===== config.mk =====
export PLATFORM = sky130hd
export DESIGN_NAME = rr_arb_grant_collector
export DESIGN_NICKNAME = d
export VERILOG_FILES = /design/src/rtl/rr_arb_grant_collector_pkg.sv /design/src/rtl/rr_arb_grant_collector_out_fifo.sv /design/src/rtl/rr_arb_grant_collector.sv
export SDC_FILE = /design/constraint.sdc
export NUM_CORES = 1
export LEC_CHECK = 0
export BUFFER_PORTS_ARGS = -buffer_cell sky130_fd_sc_hd__buf_2
export CAP_MARGIN = 20
export CORE_MARGIN = 5
export CORE_UTILIZATION = 56
export CTS_CLUSTER_SIZE = 8
export DETAILED_ROUTE_END_ITERATION = 16
export HOLD_SLACK_MARGIN = 0.06
export PLACE_DENSITY = 0.81
export SLEW_MARGIN = 20
export SYNTH_ARGS = -nofsm -noshare
export SYNTH_HDL_FRONTEND = slang
export SYNTH_SLANG_ARGS = --single-unit

===== constraint.sdc =====
create_clock -name clk -period 3.45 [get_ports clk]
set_input_delay 0.1725 -clock clk [delete_from_list [all_inputs] [get_ports clk]]
set_output_delay 0.1725 -clock clk [all_outputs]
set_load 0.005 [all_outputs]

===== src/rtl/rr_arb_grant_collector_pkg.sv =====
// Shared helpers for the round-robin arbiter family: index width and one-hot to index conversion.
package rr_arb_grant_collector_pkg;

  localparam int unsigned MAX_N   = 32;
  localparam int unsigned MAX_IDW = 5;

  // Index width for n sources; a single source still gets one bit.
  function automatic int unsigned idx_width(input int unsigned n);
    return (n < 2) ? 1 : $clog2(n);
  endfunction

  // Binary index of a one-hot vector; zero-extend narrower vectors to MAX_N before calling.
  function automatic logic [MAX_IDW-1:0] onehot2idx(input logic [MAX_N-1:0] oh);
    logic [MAX_IDW-1:0] idx;
    idx = '0;
    for (int unsigned i = 0; i < MAX_N; i++) begin
      if (oh[i]) idx |= MAX_IDW'(i);
    end
    return idx;
  endfunction

endpackage


===== src/rtl/rr_arb_grant_collector_out_fifo.sv =====
// Synchronous output FIFO for the grant collector; storage is cleared on reset so the head reads zero.
module rr_arb_out_fifo #(
  parameter int unsigned W     = 8,
  parameter int unsigned DEPTH = 4
) (
  input  logic                         clk,
  input  logic                         rst_n,
  input  logic                         wr_en,
  input  logic [W-1:0]                 wr_data,
  input  logic                         rd_en,
  output logic [W-1:0]                 rd_data,
  output logic [$clog2(DEPTH+1)-1:0]   count
);

  localparam int unsigned AW = $clog2(DEPTH);
  localparam int unsigned CW = $clog2(DEPTH + 1);

  logic [W-1:0]  mem [DEPTH];
  logic [AW-1:0] wr_ptr;
  logic [AW-1:0] rd_ptr;
  logic [CW-1:0] cnt_q;

  // Pointers wrap naturally because DEPTH is a power of two.
  always_ff @(posedge clk or negedge rst_n) begin
    if (!rst_n) begin
      wr_ptr <= '0;
      rd_ptr <= '0;
      cnt_q  <= '0;
      for (int unsigned i = 0; i < DEPTH; i++) mem[i] <= '0;
    end else begin
      if (wr_en) begin
        mem[wr_ptr] <= wr_data;
        wr_ptr      <= wr_ptr + AW'(1);
      end
      if (rd_en) rd_ptr <= rd_ptr + AW'(1);
      case ({wr_en, rd_en})
        2'b10:   cnt_q <= cnt_q + CW'(1);
        2'b01:   cnt_q <= cnt_q - CW'(1);
        default: ;
      endcase
    end
  end

  assign rd_data = mem[rd_ptr];
  assign count   = cnt_q;

endmodule


===== src/rtl/rr_arb_grant_collector.sv =====
// Grant collector: presents source requests to a registered-grant arbiter, pops granted sources
// into an output FIFO, and throttles the arbiter so a returning grant always finds a free entry.
module rr_arb_grant_collector
  import rr_arb_grant_collector_pkg::*;
#(
  parameter int unsigned N     = 4,
  parameter int unsigned DW    = 32,
  parameter int unsigned DEPTH = 4
) (
  input  logic                       clk,
  input  logic                       rst_n,
  input  logic [N-1:0]               src_valid,
  input  logic [N*DW-1:0]            src_data,
  output logic [N-1:0]               src_ready,
  output logic [N-1:0]               arb_req,
  output logic                       arb_en,
  input  logic [N-1:0]               arb_gnt,
  input  logic                       arb_gnt_vld,
  output logic                       out_valid,
  input  logic                       out_ready,
  output logic [DW-1:0]              out_data,
  output logic [idx_width(N)-1:0]    out_id,
  output logic                       gnt_drop
);

  localparam int unsigned IDW = idx_width(N);
  localparam int unsigned CW  = $clog2(DEPTH + 1);
  localparam int unsigned LW  = CW + 1;

  logic               run_q;
  logic               inflight_q;
  logic               live_c;
  logic               wr_c;
  logic               deq_c;
  logic [N-1:0]       pop_c;
  logic [IDW-1:0]     wr_id_c;
  logic [DW-1:0]      wr_dat_c;
  logic [LW-1:0]      level_c;
  logic [CW-1:0]      count;
  logic [DW+IDW-1:0]  rd_data;

  // run_q keeps requests and pops quiet until the first clock after reset release.
  always_ff @(posedge clk or negedge rst_n) begin
    if (!rst_n) begin
      run_q      <= 1'b0;
      inflight_q <= 1'b0;
    end else begin
      run_q      <= 1'b1;
      inflight_q <= arb_en & (|arb_req);
    end
  end

  // Pop only on a live, one-hot grant whose source is still valid; anything else is dropped.
  always_comb begin
    live_c = run_q & arb_gnt_vld & (|arb_gnt);
    pop_c  = '0;
    if (live_c && $onehot(arb_gnt)) pop_c = arb_gnt & src_valid;
    wr_c     = |pop_c;
    wr_id_c  = IDW'(onehot2idx(MAX_N'(pop_c)));
    wr_dat_c = src_data[wr_id_c*DW +: DW];
  end

  assign src_ready = pop_c;
  assign gnt_drop  = live_c & ~wr_c;
  assign arb_req   = run_q ? (src_valid & ~pop_c) : '0;

  // Occupancy after this cycle assuming the in-flight grant writes; a new request is
  // enabled only if its grant next cycle is guaranteed a free slot.
  assign deq_c   = out_valid & out_ready;
  assign level_c = LW'(count) - LW'(deq_c) + LW'(inflight_q);
  assign arb_en  = run_q & (level_c < LW'(DEPTH));

  rr_arb_out_fifo #(
    .W     (DW + IDW),
    .DEPTH (DEPTH)
  ) u_fifo (
    .clk     (clk),
    .rst_n   (rst_n),
    .wr_en   (wr_c),
    .wr_data ({wr_id_c, wr_dat_c}),
    .rd_en   (deq_c),
    .rd_data (rd_data),
    .count   (count)
  );

  assign out_valid = (count != '0);
  assign out_id    = rd_data[DW +: IDW];
  assign out_data  = rd_data[DW-1:0];

endmodule

# ---- Yosys cells after proc, flatten, opt, wreduce, memory -nomap -nowiden
# Cells that the tools add are included.
dict set report word_totals {
  wordCells 57
  regBits 145
}
dict set report op_classes {
  n_reduce_logical 7
  n_lt_le_gt_ge 4
  n_bitwise 12
  shift 1
  n_addsub 9
  eq_ne 3
  muxes 12
}
# operator n
set ops {}
lappend ops {{bitwise mux 136 bit} 1}
lappend ops {{variable part select 128 x 8 -> 32 bit} 1}
lappend ops {{2-to-1 mux 34 bit} 3}
lappend ops {{binary-select mux 34 bit (select 2 bit)} 1}
lappend ops {{demux 34 bit (select 2 bit)} 1}
lappend ops {{OR reduction 4 bit} 3}
lappend ops {{AND 4 bit} 2}
lappend ops {{2-to-1 mux 4 bit} 2}
lappend ops {{AND 1 bit} 6}
lappend ops {{greater-or-equal comparator 3 bit, second input constant} 2}
lappend ops {{inverter 2 -> 3 bit} 2}
lappend ops {{one-hot mux 3 bit (2 select lines)} 1}
lappend ops {{adder 1 x 1 -> 2 bit} 2}
lappend ops {{adder 2 x 1 -> 2 bit, second input constant} 2}
lappend ops {{adder 4 x 1 -> 4 bit} 1}
lappend ops {{< comparator 4 x 3 -> 1 bit, second input constant} 1}
lappend ops {{2-to-1 mux 2 bit} 2}
lappend ops {{inverter 4 bit} 1}
lappend ops {{subtractor 3 x 1 -> 4 bit} 1}
lappend ops {{adder 2 x 2 -> 3 bit} 1}
lappend ops {{adder 3 x 1 -> 3 bit, second input constant} 1}
lappend ops {{== test 3 x 1 -> 1 bit, second input constant} 1}
lappend ops {{< comparator 3 x 1 -> 1 bit, second input constant} 1}
lappend ops {{nonzero test 3 bit} 1}
lappend ops {{7 further kinds} 8}

# ---- Depth between registers and ports, before layout
dict set report logic_depth {
  depth_word 10
  mapped_depth 16
  mapped_depth_nobuf 14
}

# ---- Cells and area by module
# A second synthesis with hierarchy kept.
dict set report unflattened {
  cells_unflattened 574
  hier_area_um2 8464.4
}
# mod area_each_um2 instances cells_per_inst
set by_module_without_submodules {}
lappend by_module_without_submodules {rr_arb_out_fifo 6801.5 1 358}
lappend by_module_without_submodules {rr_arb_grant_collector 1662.8 1 216}

# ---- Worst setup path before layout
# Ideal clock, no wire load.
dict set report synth_timing {
  path_kind {in2reg}
  start {in arb_gnt[3]}
  end {reg u_fifo.cnt_q[2] (netlist: u_fifo.count[2])}
  setup_ns 0.122
  path_buffers 2
  path_slack_ns 0.301
  cell_stages 16
  arrival_ns 3.027
  cell_sequence {buf_6 -> inv_1 -> fa_1 -> inv_1 -> ha_1 -> ha_1 -> or3b_1 -> buf_6 -> nor3_1 -> o21ai_2 -> ha_1 -> inv_1 -> fa_1 -> xor2_1 -> nor2_1 -> xnor2_1}
}
dict set report synth_between {
  elab_chain_len 8
  word_cells_on_any_way 13
  classes_between {2 x add/sub; 3 x eq/ne; 2 x mux; 2 x bitwise; 4 x reduce/logical}
}
# element line
set synth_lines {}
lappend synth_lines {{start, declared} rr_arb_grant_collector.sv:17} ;# input logic [N-1:0] arb_gnt,
lappend synth_lines {{adder 1 x 1 -> 2 bit (implied by the code)} rr_arb_grant_collector.sv:57} ;# if (live_c && $onehot(arb_gnt)) pop_c = arb_gnt & src_valid;
lappend synth_lines {{adder 2 x 2 -> 3 bit (implied by the code)} rr_arb_grant_collector.sv:57}
lappend synth_lines {{== test 3 x 1 -> 1 bit} rr_arb_grant_collector.sv:57}
lappend synth_lines {{logical AND 1 bit} rr_arb_grant_collector.sv:57}
lappend synth_lines {{2-to-1 mux 4 bit *} rr_arb_grant_collector.sv:57}
lappend synth_lines {{OR reduction 4 bit *} rr_arb_grant_collector.sv:58} ;# wr_c = |pop_c;
lappend synth_lines {{== test 2 x 1 -> 1 bit or == test 2 bit (tied branches)} rr_arb_grant_collector_out_fifo.sv:36} ;# case ({wr_en, rd_en})
lappend synth_lines {{one-hot mux 3 bit (2 select lines) or nonzero test 2 bit (tied branches)} n/a}
lappend synth_lines {{end signal, assigned} rr_arb_grant_collector_out_fifo.sv:37} ;# 2'b10: cnt_q <= cnt_q + CW'(1);
lappend synth_lines {{end signal, assigned} rr_arb_grant_collector_out_fifo.sv:38} ;# 2'b01: cnt_q <= cnt_q - CW'(1);
lappend synth_lines {{end, declared} rr_arb_grant_collector_out_fifo.sv:21} ;# logic [CW-1:0] cnt_q;
# Mark *: on every way between the ends. The rest lies on a longest branch, timed or not.
# A chain may end at the register's enable or synchronous reset.

# ---- Final worst setup path
dict set report layout_timing {
  start {in arb_gnt[3]}
  end {out arb_req[0]}
}
dict set report layout_between {
  elab_chain_len 8
  word_cells_on_any_way 10
  classes_between {2 x add/sub; 1 x eq/ne; 2 x mux; 3 x bitwise; 2 x reduce/logical}
}
# element line
set layout_lines {}
lappend layout_lines {{adder 1 x 1 -> 2 bit (implied by the code)} rr_arb_grant_collector.sv:57}
lappend layout_lines {{adder 2 x 2 -> 3 bit (implied by the code)} rr_arb_grant_collector.sv:57}
lappend layout_lines {{== test 3 x 1 -> 1 bit} rr_arb_grant_collector.sv:57}
lappend layout_lines {{logical AND 1 bit *} rr_arb_grant_collector.sv:57}
lappend layout_lines {{2-to-1 mux 4 bit *} rr_arb_grant_collector.sv:57}
lappend layout_lines {{inverter 4 bit *} rr_arb_grant_collector.sv:65} ;# assign arb_req = run_q ? (src_valid & ~pop_c) : '0;
lappend layout_lines {{AND 4 bit *} rr_arb_grant_collector.sv:65}
lappend layout_lines {{2-to-1 mux 4 bit *} rr_arb_grant_collector.sv:65}
lappend layout_lines {{end, declared} rr_arb_grant_collector.sv:15} ;# output logic [N-1:0] arb_req,
# Marked as above.

==> results by group <==
Outcome
  • Status: completed

Final layout
  • Layout cells sized above 1: 0.393
  • Area Growth Syn to Fin: 17.6%
  • N_diodes: 0
  • Design area: approximately 11000 um2
  • Final net count: approximately 1100

STA
  • Final hold viol count: 0
  • Fin crit share: 0.911
  • TNS Setup: 0 ns
  • Setup repair after global routing missed its margin: no
  • Final Setup Violations: 0
  • Period minus WS final: 3.14 ns
  • Max_slew headroom: 0.311
  • Clk_skew: approximately 0.0056 ns
  • Worst-margin pin slew: 1.03 ns
  • Slew Limit Fails: 0
  • F_max: ~320 MHz

Synth
  • Synth Area in Adders: 0.0199
  • Yosys warns: 0
  • Proportion of synthesized area in mux cells: 0.0880
  • Avg Cell Area, Syn: 11.0 um2
  • Post-synth ARST share: 1.00
  • Top_reg_cell synth: dfrtp_1
  • Synth unique cells: 46
  • Seq cells post-synth: approximately 150
  • Mapped Area: between 8000 and 9000 um2
  • Post-synth EDFFs: 0
  • Post-Synthesis Cells: between 800 and 900
  • Post-synth net total: about 960
  • Largest family of logic cells by synthesized area: compound AO/OA/AOI/OAI gates
  • XOR/XNOR share of the synthesized area: 0.00685
  • Synth Area in Compound Gates: 0.312
  • Part of the Yosys area used for sequential elements: 0.406
  • Simple-Gate Fraction of Synth Area: 0.0891

Critical path
  • Crit path cell chain: buf_2 -> inv_1 -> fa_1 -> inv_1 -> ha_1 -> ha_1 -> nor3b_4 -> nand3_4 -> buf_4 -> o21ai_0 -> nor2_1 -> buf_2
  • Critical path capture point type: output port
  • FF-to-FF path depth: 4
  • R2r setup slk: ~1.3 ns
  • Worst stage delay on the critical path: 0.48 ns
  • Arr. time, crit path: 2.97 ns
  • Worst-path fanout max: 53
  • Worst R2R End: u_fifo.mem[112]
  • RR Startpoint: run_q
  • Crit Path Category: in2out
  • Slowest-stage cell, CP: fa_1
  • CP Launch Type: input port
  • CP required: roughly 3.3 ns

Min path
  • Startpoint of the worst hold path: src_valid[0]
  • Worst Hold Class: in2reg
  • Hold Path Sink: inflight_q
  • Hold-critical path depth: 3

Run
  • Maximum Capacitance Violations: 0

GRT
  • First-pass GRT wire length: 41700 um
  • Vias in the first global route: just under 8000
  • Initial antenna violation count: 0
  • GRT overflow: 0
  • Largest net degree at the start of global routing: between 80 and 90
  • GRT Resource Usage Total: 0.291

CTS
  • CTS Buffer Depth: 2
  • CTS sink count: around 150
  • CTS tree: done
  • CTS clk-pin slew, worst paths: about 0.05 ns
  • Setup Fix Bufs, Post-CTS: 0
  • Skew-Pair Late Insertion Delay: roughly 0.43 ns
  • Htree depth: 4
  • Clock Tree Root: clkbuf_16
  • CTS Buf Count: 17

Drt
  • DR vias: roughly 7800
  • # DRC: 0
  • Initial DRC count: between 800 and 900
  • Antenna-violating nets left: 0
  • DRT Wirelength: approximately 27000 um
  • Via density: ~6.6
  • First drt pass iteration count: 6
  • WL per Instance: roughly 22 um

Power
  • Worst VDD drop: 449 uV
  • PwrDens: ~700 nW/um2
  • Leakage: about 4.7 nW
  • Design Power: about 7.6 mW

Floorplan
  • Chip Width: between 100 and 150 um
  • Die height: approximately 140 um
  • Row cnt: 46
  • Core Footprint: between 15000 and 20000 um2
  • Die area: approximately 19000 um2
  • # IOs: ~190
  • Effective utilization at floorplan: 0.567

Placed design
  • Hpwl dp: around 17000 um
  • Routability Congestion: a little over 0.8
  • Port Buffers: between 150 and 200
  • Placed inst area: 9910 um2
[final cells by class]
cell class              instances  area (um2)
fillers                      1223        5250
multi-input cells             537        4690
flip-flops and latches        145        3630
repair buffers                208        1160
clock buffers                  26         499
well taps                     216         270
inverters                      46         173
clock inverters                 5         100
[registers in the layout, indices dropped and copies added, names as in the netlist]
signal,flops
inflight_q,1
u_fifo.rd_ptr,2
u_fifo.mem,136
run_q,1
u_fifo.wr_ptr,2
u_fifo.count,3
[routing by layer]
metal / up-vias / routed length (um) / GRT usage
li1: 3428 / - / -
met1: 3909 / 10500 / 0.382
met2: 429 / 13000 / 0.471
met3: 48 / 2460 / 0.0659
met4: 0 / 648 / 0.114
met5: - / 0 / 0
[placed cells by master (no fill, tap or decap), drive strengths merged, types with 3 or more instances in the layout]
master and count:
o41ai 32, a221oi 32, o21ai 143, dfrtp 145
mux4 34, nand2 70, nand4 3, clkbuf 26
xnor2 5, buf 207, o31ai 128, inv 46
and3 36, bufinv 3, a22o 7, ha 11
or2 4, nor2 7
[worst max-delay path, delay by kind of cell]
family | cells | cell delay, ns
buffers and inverters | 5 | 0.81
AND/OR/NAND/NOR | 3 | 0.71
adder cells (fa/ha/maj) | 3 | 0.97
AO/OA/AOI/OAI | 1 | 0.31
[synthesized netlist by cell type (3+ instances only)]
cell type	count	area, um2
a221oi_2	30	450
a22o_1	7	61.3
and3_1	9	56.3
and3_4	27	304
buf_2	9	45.0
buf_4	7	52.6
buf_6	24	270
clkbuf_1	41	154
dfrtp_1	145	3630
ha_1	11	138
inv_1	46	173
mux4_2	34	766
nand2_1	70	263
nand4_1	3	18.8
nor2_1	7	26.3
o21ai_0	138	691
o21ai_1	4	20.0
o31ai_1	123	923
o31ai_2	5	62.6
o41ai_2	30	488
or2_1	4	25.0
xnor2_1	5	43.8
[report_power, final]
part / internal (mW) / total, mW / switching, mW
Combinational: 1.36 / 2.76 / 1.40
Clock: 1.21 / 1.89 / 0.686
Sequential: 2.40 / 2.92 / 0.527
Total: 4.97 / 7.58 / 2.61
[worst max-delay path by stage]
| stage | start | end | slack (ns) | cells after the start |
|---|---|---|---|---|
| final | arb_gnt[3] | arb_req[0] | 0.31 | 12 |
| after floorplan | arb_gnt[3] | u_fifo.count[2] | 0.30 | 16 |
| after detailed placement | arb_gnt[3] | u_fifo.count[2] | 0.14 | 15 |
| after CTS | arb_gnt[3] | arb_req[0] | 0.33 | 12 |
| after global placement | arb_gnt[3] | u_fifo.count[2] | 0.22 | 15 |
| after global routing | arb_gnt[3] | arb_req[0] | 0.09 | 12 |
[per-stage QoR]
step,std cells,setup WS (ns),util,hold slack (ns)
after floorplan,810,0.301,-,-0.123
after global placement,1151,0.224,0.628,0.282
after detailed placement,1151,0.143,0.628,0.281
after CTS,1183,0.333,0.667,0.120
after global routing,1183,0.0891,0.667,0.170
final,1183,0.306,0.667,0.132
[cell families (layout without fill, tap and decap cells)]
| family | count (synthesis) | count (layout) |
|---|---|---|
| compound gates | 349 | 349 |
| flops | 145 | 145 |
| simple gates | 131 | 131 |
| buf+inv | 128 | 285 |
| mux | 36 | 36 |
| fa+ha+maj | 13 | 13 |
| xor+xnor | 7 | 7 |
| other cells | 1 | 1 |
[repair_timing]
action / in CTS / in global routing
hold endpoints to repair: 82 / 0
gates resized for setup: 0 / 0
hold buffers: 1 / 0
Power figures use the tool's default switching activity.
